### src/rtl/mem_copy_master.sv
// Word-copy initiator: reads `length` words from src and writes them to dst over one memory port.
// Latency: 2 + read wait + write wait cycles per word (4 cycles per word with a unit-latency port).
// Backpressure: one transaction in flight; each WAIT state holds until m_ready or the timeout expires.
module mem_copy_master #(
  parameter int ADDR_WIDTH = 8,
  parameter int LEN_WIDTH  = 8,
  parameter int TIMEOUT    = 15
) (
  input  logic                  clk,
  input  logic                  rst,
  input  logic                  start,
  input  logic [ADDR_WIDTH-1:0] src_addr,
  input  logic [ADDR_WIDTH-1:0] dst_addr,
  input  logic [LEN_WIDTH-1:0]  length,
  output logic                  busy,
  output logic                  done,
  output logic                  error,
  output logic [LEN_WIDTH-1:0]  count,
  output logic [ADDR_WIDTH-1:0] m_addr,
  output logic [31:0]           m_din,
  output logic [3:0]            m_wr,
  output logic                  m_enable,
  input  logic [31:0]           m_dout,
  input  logic                  m_ready
);

  localparam logic [2:0] ST_IDLE    = 3'd0;
  localparam logic [2:0] ST_RD_REQ  = 3'd1;
  localparam logic [2:0] ST_RD_WAIT = 3'd2;
  localparam logic [2:0] ST_WR_REQ  = 3'd3;
  localparam logic [2:0] ST_WR_WAIT = 3'd4;

  localparam int               WAIT_W    = $clog2(TIMEOUT + 1);
  localparam logic [WAIT_W-1:0] WAIT_LAST = WAIT_W'(TIMEOUT - 1);

  logic [2:0]            state_q,  state_d;
  logic [ADDR_WIDTH-1:0] src_q,    src_d;
  logic [ADDR_WIDTH-1:0] dst_q,    dst_d;
  logic [LEN_WIDTH-1:0]  len_q,    len_d;
  logic [31:0]           data_q,   data_d;
  logic [WAIT_W-1:0]     wait_q,   wait_d;
  logic [LEN_WIDTH-1:0]  count_q,  count_d;
  logic                  error_q,  error_d;
  logic                  done_q,   done_d;
  logic                  busy_q,   busy_d;
  logic [ADDR_WIDTH-1:0] m_addr_q, m_addr_d;
  logic [31:0]           m_din_q,  m_din_d;
  logic [3:0]            m_wr_q,   m_wr_d;
  logic                  m_en_q,   m_en_d;

  logic [LEN_WIDTH-1:0]  count_inc;
  logic                  wait_expired;

  assign count_inc    = count_q + LEN_WIDTH'(1);
  assign wait_expired = (wait_q == WAIT_LAST);

  // Next-state logic; port outputs are derived from the next state so they register Moore-style.
  always_comb begin
    state_d = state_q;
    src_d   = src_q;
    dst_d   = dst_q;
    len_d   = len_q;
    data_d  = data_q;
    wait_d  = wait_q;
    count_d = count_q;
    error_d = error_q;
    done_d  = 1'b0;

    case (state_q)
      ST_IDLE: begin
        if (start) begin
          src_d   = src_addr;
          dst_d   = dst_addr;
          len_d   = length;
          count_d = '0;
          error_d = 1'b0;
          if (length == '0) begin
            done_d = 1'b1;
          end else begin
            state_d = ST_RD_REQ;
          end
        end
      end
      ST_RD_REQ: begin
        state_d = ST_RD_WAIT;
        wait_d  = '0;
      end
      ST_RD_WAIT: begin
        if (m_ready) begin
          data_d  = m_dout;
          state_d = ST_WR_REQ;
        end else if (wait_expired) begin
          state_d = ST_IDLE;
          error_d = 1'b1;
          done_d  = 1'b1;
        end else begin
          wait_d = wait_q + WAIT_W'(1);
        end
      end
      ST_WR_REQ: begin
        state_d = ST_WR_WAIT;
        wait_d  = '0;
      end
      ST_WR_WAIT: begin
        if (m_ready) begin
          // Response data on a write is an echo and is deliberately dropped.
          count_d = count_inc;
          src_d   = src_q + ADDR_WIDTH'(1);
          dst_d   = dst_q + ADDR_WIDTH'(1);
          if (count_inc == len_q) begin
            state_d = ST_IDLE;
            done_d  = 1'b1;
          end else begin
            state_d = ST_RD_REQ;
          end
        end else if (wait_expired) begin
          state_d = ST_IDLE;
          error_d = 1'b1;
          done_d  = 1'b1;
        end else begin
          wait_d = wait_q + WAIT_W'(1);
        end
      end
      default: begin
        state_d = ST_IDLE;
      end
    endcase

    busy_d   = (state_d != ST_IDLE);
    m_en_d   = (state_d == ST_RD_REQ) || (state_d == ST_WR_REQ);
    m_wr_d   = (state_d == ST_WR_REQ) ? 4'hF : 4'h0;
    m_addr_d = '0;
    m_din_d  = '0;
    if (state_d == ST_RD_REQ) begin
      m_addr_d = src_d;
    end else if (state_d == ST_WR_REQ) begin
      m_addr_d = dst_d;
      m_din_d  = data_d;
    end
  end

  // State and output registers; reset aborts any transfer with every output forced low.
  always_ff @(posedge clk or negedge rst) begin
    if (!rst) begin
      state_q  <= ST_IDLE;
      src_q    <= '0;
      dst_q    <= '0;
      len_q    <= '0;
      data_q   <= '0;
      wait_q   <= '0;
      count_q  <= '0;
      error_q  <= 1'b0;
      done_q   <= 1'b0;
      busy_q   <= 1'b0;
      m_addr_q <= '0;
      m_din_q  <= '0;
      m_wr_q   <= 4'h0;
      m_en_q   <= 1'b0;
    end else begin
      state_q  <= state_d;
      src_q    <= src_d;
      dst_q    <= dst_d;
      len_q    <= len_d;
      data_q   <= data_d;
      wait_q   <= wait_d;
      count_q  <= count_d;
      error_q  <= error_d;
      done_q   <= done_d;
      busy_q   <= busy_d;
      m_addr_q <= m_addr_d;
      m_din_q  <= m_din_d;
      m_wr_q   <= m_wr_d;
      m_en_q   <= m_en_d;
    end
  end

  assign busy     = busy_q;
  assign done     = done_q;
  assign error    = error_q;
  assign count    = count_q;
  assign m_addr   = m_addr_q;
  assign m_din    = m_din_q;
  assign m_wr     = m_wr_q;
  assign m_enable = m_en_q;

endmodule

### config.mk
export PLATFORM = sky130hd
export DESIGN_NAME = mem_copy_master
export DESIGN_NICKNAME = d
export VERILOG_FILES = /design/src/rtl/mem_copy_master.sv
export SDC_FILE = /design/constraint.sdc
export NUM_CORES = 1
export LEC_CHECK = 0
export CAP_MARGIN = 20
export CELL_PAD_IN_SITES_DETAIL_PLACEMENT = 0
export CELL_PAD_IN_SITES_GLOBAL_PLACEMENT = 1
export CORE_ASPECT_RATIO = 1.75
export CORE_MARGIN = 2
export CORE_UTILIZATION = 39
export CTS_CLUSTER_DIAMETER = 150
export DETAILED_ROUTE_END_ITERATION = 8
export PLACE_DENSITY_LB_ADDON = 0.1
export SETUP_SLACK_MARGIN = 0.02
export SYNTH_ARGS = -nofsm -noshare
export SYNTH_HDL_FRONTEND = slang
export SYNTH_SLANG_ARGS = --single-unit
### constraint.sdc
create_clock -name clk -period 5.98 [get_ports clk]
set_input_delay 1.196 -clock clk [delete_from_list [all_inputs] [get_ports clk]]
set_output_delay 1.196 -clock clk [all_outputs]
set_load 0.005 [all_outputs]
==> impl_metrics.py <==
metrics = {
    "status": {
        "outcome": "completed",
    },
    "detailed_routing": {
        "vias": 3372,
        "wl_mm": 10.9,
        "ant_nets": 0,
        "vias_per_cell": 5.29,
        "first_iter_violations": 113,
        "first_pass_iters": 4,
        "wire_per_inst_um": 17.1,
        "drc_errors": 0,
    },
    "global_routing": {
        "grt_antenna_before_repair": 0,
        "grt_pass1_vias": 3422,
        "grt_pass1_wl_mm": 17.3,
        "grt_use_met1_pct": 21.3,
        "use_met3_pct": 5.15,
        "busiest_layer": "met2",
        "track_usage_pct": 20.0,
        "grt_start_max_net_pins": 85,
        "use_met2_pct": 36.1,
        "grt-ovfl-total": 0,
    },
    "floorplanning": {
        "core-area_um2": 10300,
        "start_util_pct": 40.1,
        "die_w_um": 81.8,
        "die_y_um": 140,
        "num_io_pins": 116,
        "dieArea_um2": 11500,
        "fp-row-count": 49,
    },
    "yosys": {
        "synth_nets": 468,
        "yosysTopAreaCell": "dfrtp_1",
        "async_reset_ff_share_pct": 100,
        "yosysMostFrequentCell": "dfrtp_1",
        "synth_edf_count": 0,
        "ys_ff_latch": 84,
        "postSynth.topFlopCell": "dfrtp_1",
        "synth.avg_cell_area_um2": 10.2,
        "ys_seq_area_share_pct": 50.9,
        "synth.area.top_cells": "dfrtp_1 51%, and2_1 5.2%, nand2_1 4.3%, o21ai_0 2.1%, xnor2_1 1.9%",
        "synth_top_cell_area_share_pct": 50.9,
        "ys_top_cells_by_count": "84 x dfrtp_1, 47 x nand2_1, 34 x and2_1",
        "synthDistinctLibCells": 63,
        "ys_warn_count": 0,
        "synth_cells": 403,
        "syn-cell-area_um2": 4130,
    },
    "sta": {
        "fin_skew_ns": 0.00751,
        "rsz0062_at_grt": "no",
        "slew_violations": 0,
        "fin_hold_ws_ns": 0.495,
        "setup_ws_ns": 2.57,
        "min_period_over_period_pct": 57.1,
        "max_slew.worst_pin.slew_ns": 0.872,
        "hold_violations": 0,
        "setup_viol": 0,
        "tns_ns": 0,
        "max_freq_mhz": 293,
        "relSlewSlack_pct": 41.9,
        "period_needed_ns": 3.41,
    },
    "worst_hold_path": {
        "whs_path_depth": 2,
        "min_path_type": "flop to flop",
        "hold_path_startpoint": "len_q[1]",
    },
    "placed_design": {
        "gp_congestion": 0.800,
        "hpwl_mm": 7.91,
        "placed_area_um2": 5320,
        "dpl_worst_slack_ns": 2.19,
        "place_inst": 621,
        "io_buffers": 115,
    },
    "run": {
        "cap_violations": 0,
    },
    "layout": {
        "utilization_pct": 54.6,
        "layoutNonFillerInstCount": 638,
        "design_area_um2": 5620,
        "final_layout_size_suffix_gt1_share_pct": 5.87,
        "nFillCells": 941,
        "syn_to_final_growth_pct": 36.2,
        "finalNetCount": 571,
        "antenna_cells": 0,
    },
    "power": {
        "p_sw_mw": 0.825,
        "internal_power_mw": 1.43,
        "pwr-share-comb_pct": 37.5,
        "leakage_nw": 2.37,
        "pwr-share-seq_pct": 39.4,
        "clockPowerShare_pct": 23.1,
        "total_power_mw": 2.26,
        "ir_drop_mv": 0.217,
        "p_per_area_nw_per_um2": 401,
        "switching_share_pct": 36.6,
    },
    "worst_setup_path": {
        "worstPathRequired_ns": 6.23,
        "reg2reg_depth": 5,
        "cp_max_fo": 22,
        "critPathArrivalTime_ns": 3.67,
        "start_kind": "primary input",
        "startpoint": "start",
        "end_kind": "flop",
        "reg2reg_from": "state_q[1]",
        "setup.worst_path.class": "primary input to flop",
    },
    "clock_network": {
        "h-tree-depth": 3,
        "cts_resized": 0,
        "cts_sinks": 84,
        "clkTransAtPathRegs_ns": 0.06,
        "clock_path_buffers": 2,
        "holdBufCountCts": 0,
        "cts_setup_buffers": 0,
        "root_buffer": "clkbuf_16",
        "numCtsBuffers": 9,
        "tritoncts": "done",
        "insertion_delay_ns": 0.34,
    },
}
-- power by group through the flow --
| stage | Clock (mW) | Combinational (mW) | Sequential [mW] |
|---|---|---|---|
| finish | 0.522 | 0.846 | 0.888 |
| global route | 0.557 | 0.937 | 0.917 |
| CTS | 0.539 | 0.856 | 0.889 |
| detailed placement | 0 | 0.851 | 0.899 |
| global placement | 0 | 0.835 | 0.898 |
| floorplan | 0 | 0.565 | 0.841 |
-- critical path, stage by stage --
cell             delay, ns
clkdlybuf4s50_1       0.96
nor2b_1               0.30
nand2_1               0.27
nor2_1                0.62
o211ai_1              0.19
o211ai_1              0.13
-- per-layer routing --
metal  vias to the layer above  part of all wire, %  routed length (um)
met1                      1631                   37                4070
met3                        16                  5.3                 577
met4                         0                  2.7                 300
li1                       1632                    -                   -
met2                        93                   55                5970
met5                         -                    0                   0
-- flip-flops by register name, indices dropped and copies added, names as in the netlist, 3 cells and up --
register and count:
m_din 32, count 8, dst_q 8, len_q 8
m_addr 8, src_q 8, wait_q 4, state_q 3
-- final timing paths --
kind / end / slack, ns
worst max-delay path: m_addr[6] / 2.57
worst min-delay path: len_q[1] / 0.50
worst max register to register: m_addr[0] / 3.45
worst min register to register: len_q[1] / 0.50
max in group asynchronous: count[3] / 4.57
min in group asynchronous: wait_q[1] / 0.79
-- cell type report --
| type | count | area, um2 | area share (%) |
|---|---|---|---|
| repair buffers | 119 | 1200 | 21.3 |
| clock inverters | 5 | 35.0 | 0.623 |
| clock buffers | 11 | 243 | 4.32 |
| inverters | 10 | 37.5 | 0.668 |
| flip-flops and latches | 84 | 2100 | 37.4 |
| well taps | 127 | 159 | 2.83 |
| multi-input cells | 282 | 1850 | 32.8 |
-- logic make-up (layout without fill, tap and decap cells) --
kind of cell	Yosys count	in the layout	share of synthesized area, %
AOI/OAI and AO/OA	93	93	16.6
xor gates and xnor gates	16	16	3.40
adders and majority gates	5	5	1.52
buffers and inverters	37	145	4.34
DFF	84	84	50.9
muxes	5	5	1.24
and+or+nand+nor	163	163	22.0
-- placed cells by master, fill, tap and decap left out, types with 3 or more instances in the layout --
cell	count
clkdlybuf4s50_1	114
dfrtp_1	84
nand2_1	47
and2_1	34
nor2_1	20
o21ai_0	17
nand3_1	12
a21oi_1	12
nor2b_1	11
inv_1	9
xnor2_1	9
clkbuf_16	9
o211ai_1	8
nand4_1	7
xor2_1	7
o32ai_1	7
o31a_1	5
a22oi_1	5
ha_1	5
a211oi_1	4
mux2i_1	4
o21ai_1	4
buf_4	4
nor4b_1	3
and4_1	3
or4_1	3
o21a_1	3
a21o_1	3
o2bb2ai_1	3
nor3_1	3
a211o_1	3
No activity file was read; power rests on OpenSTA's default activity.
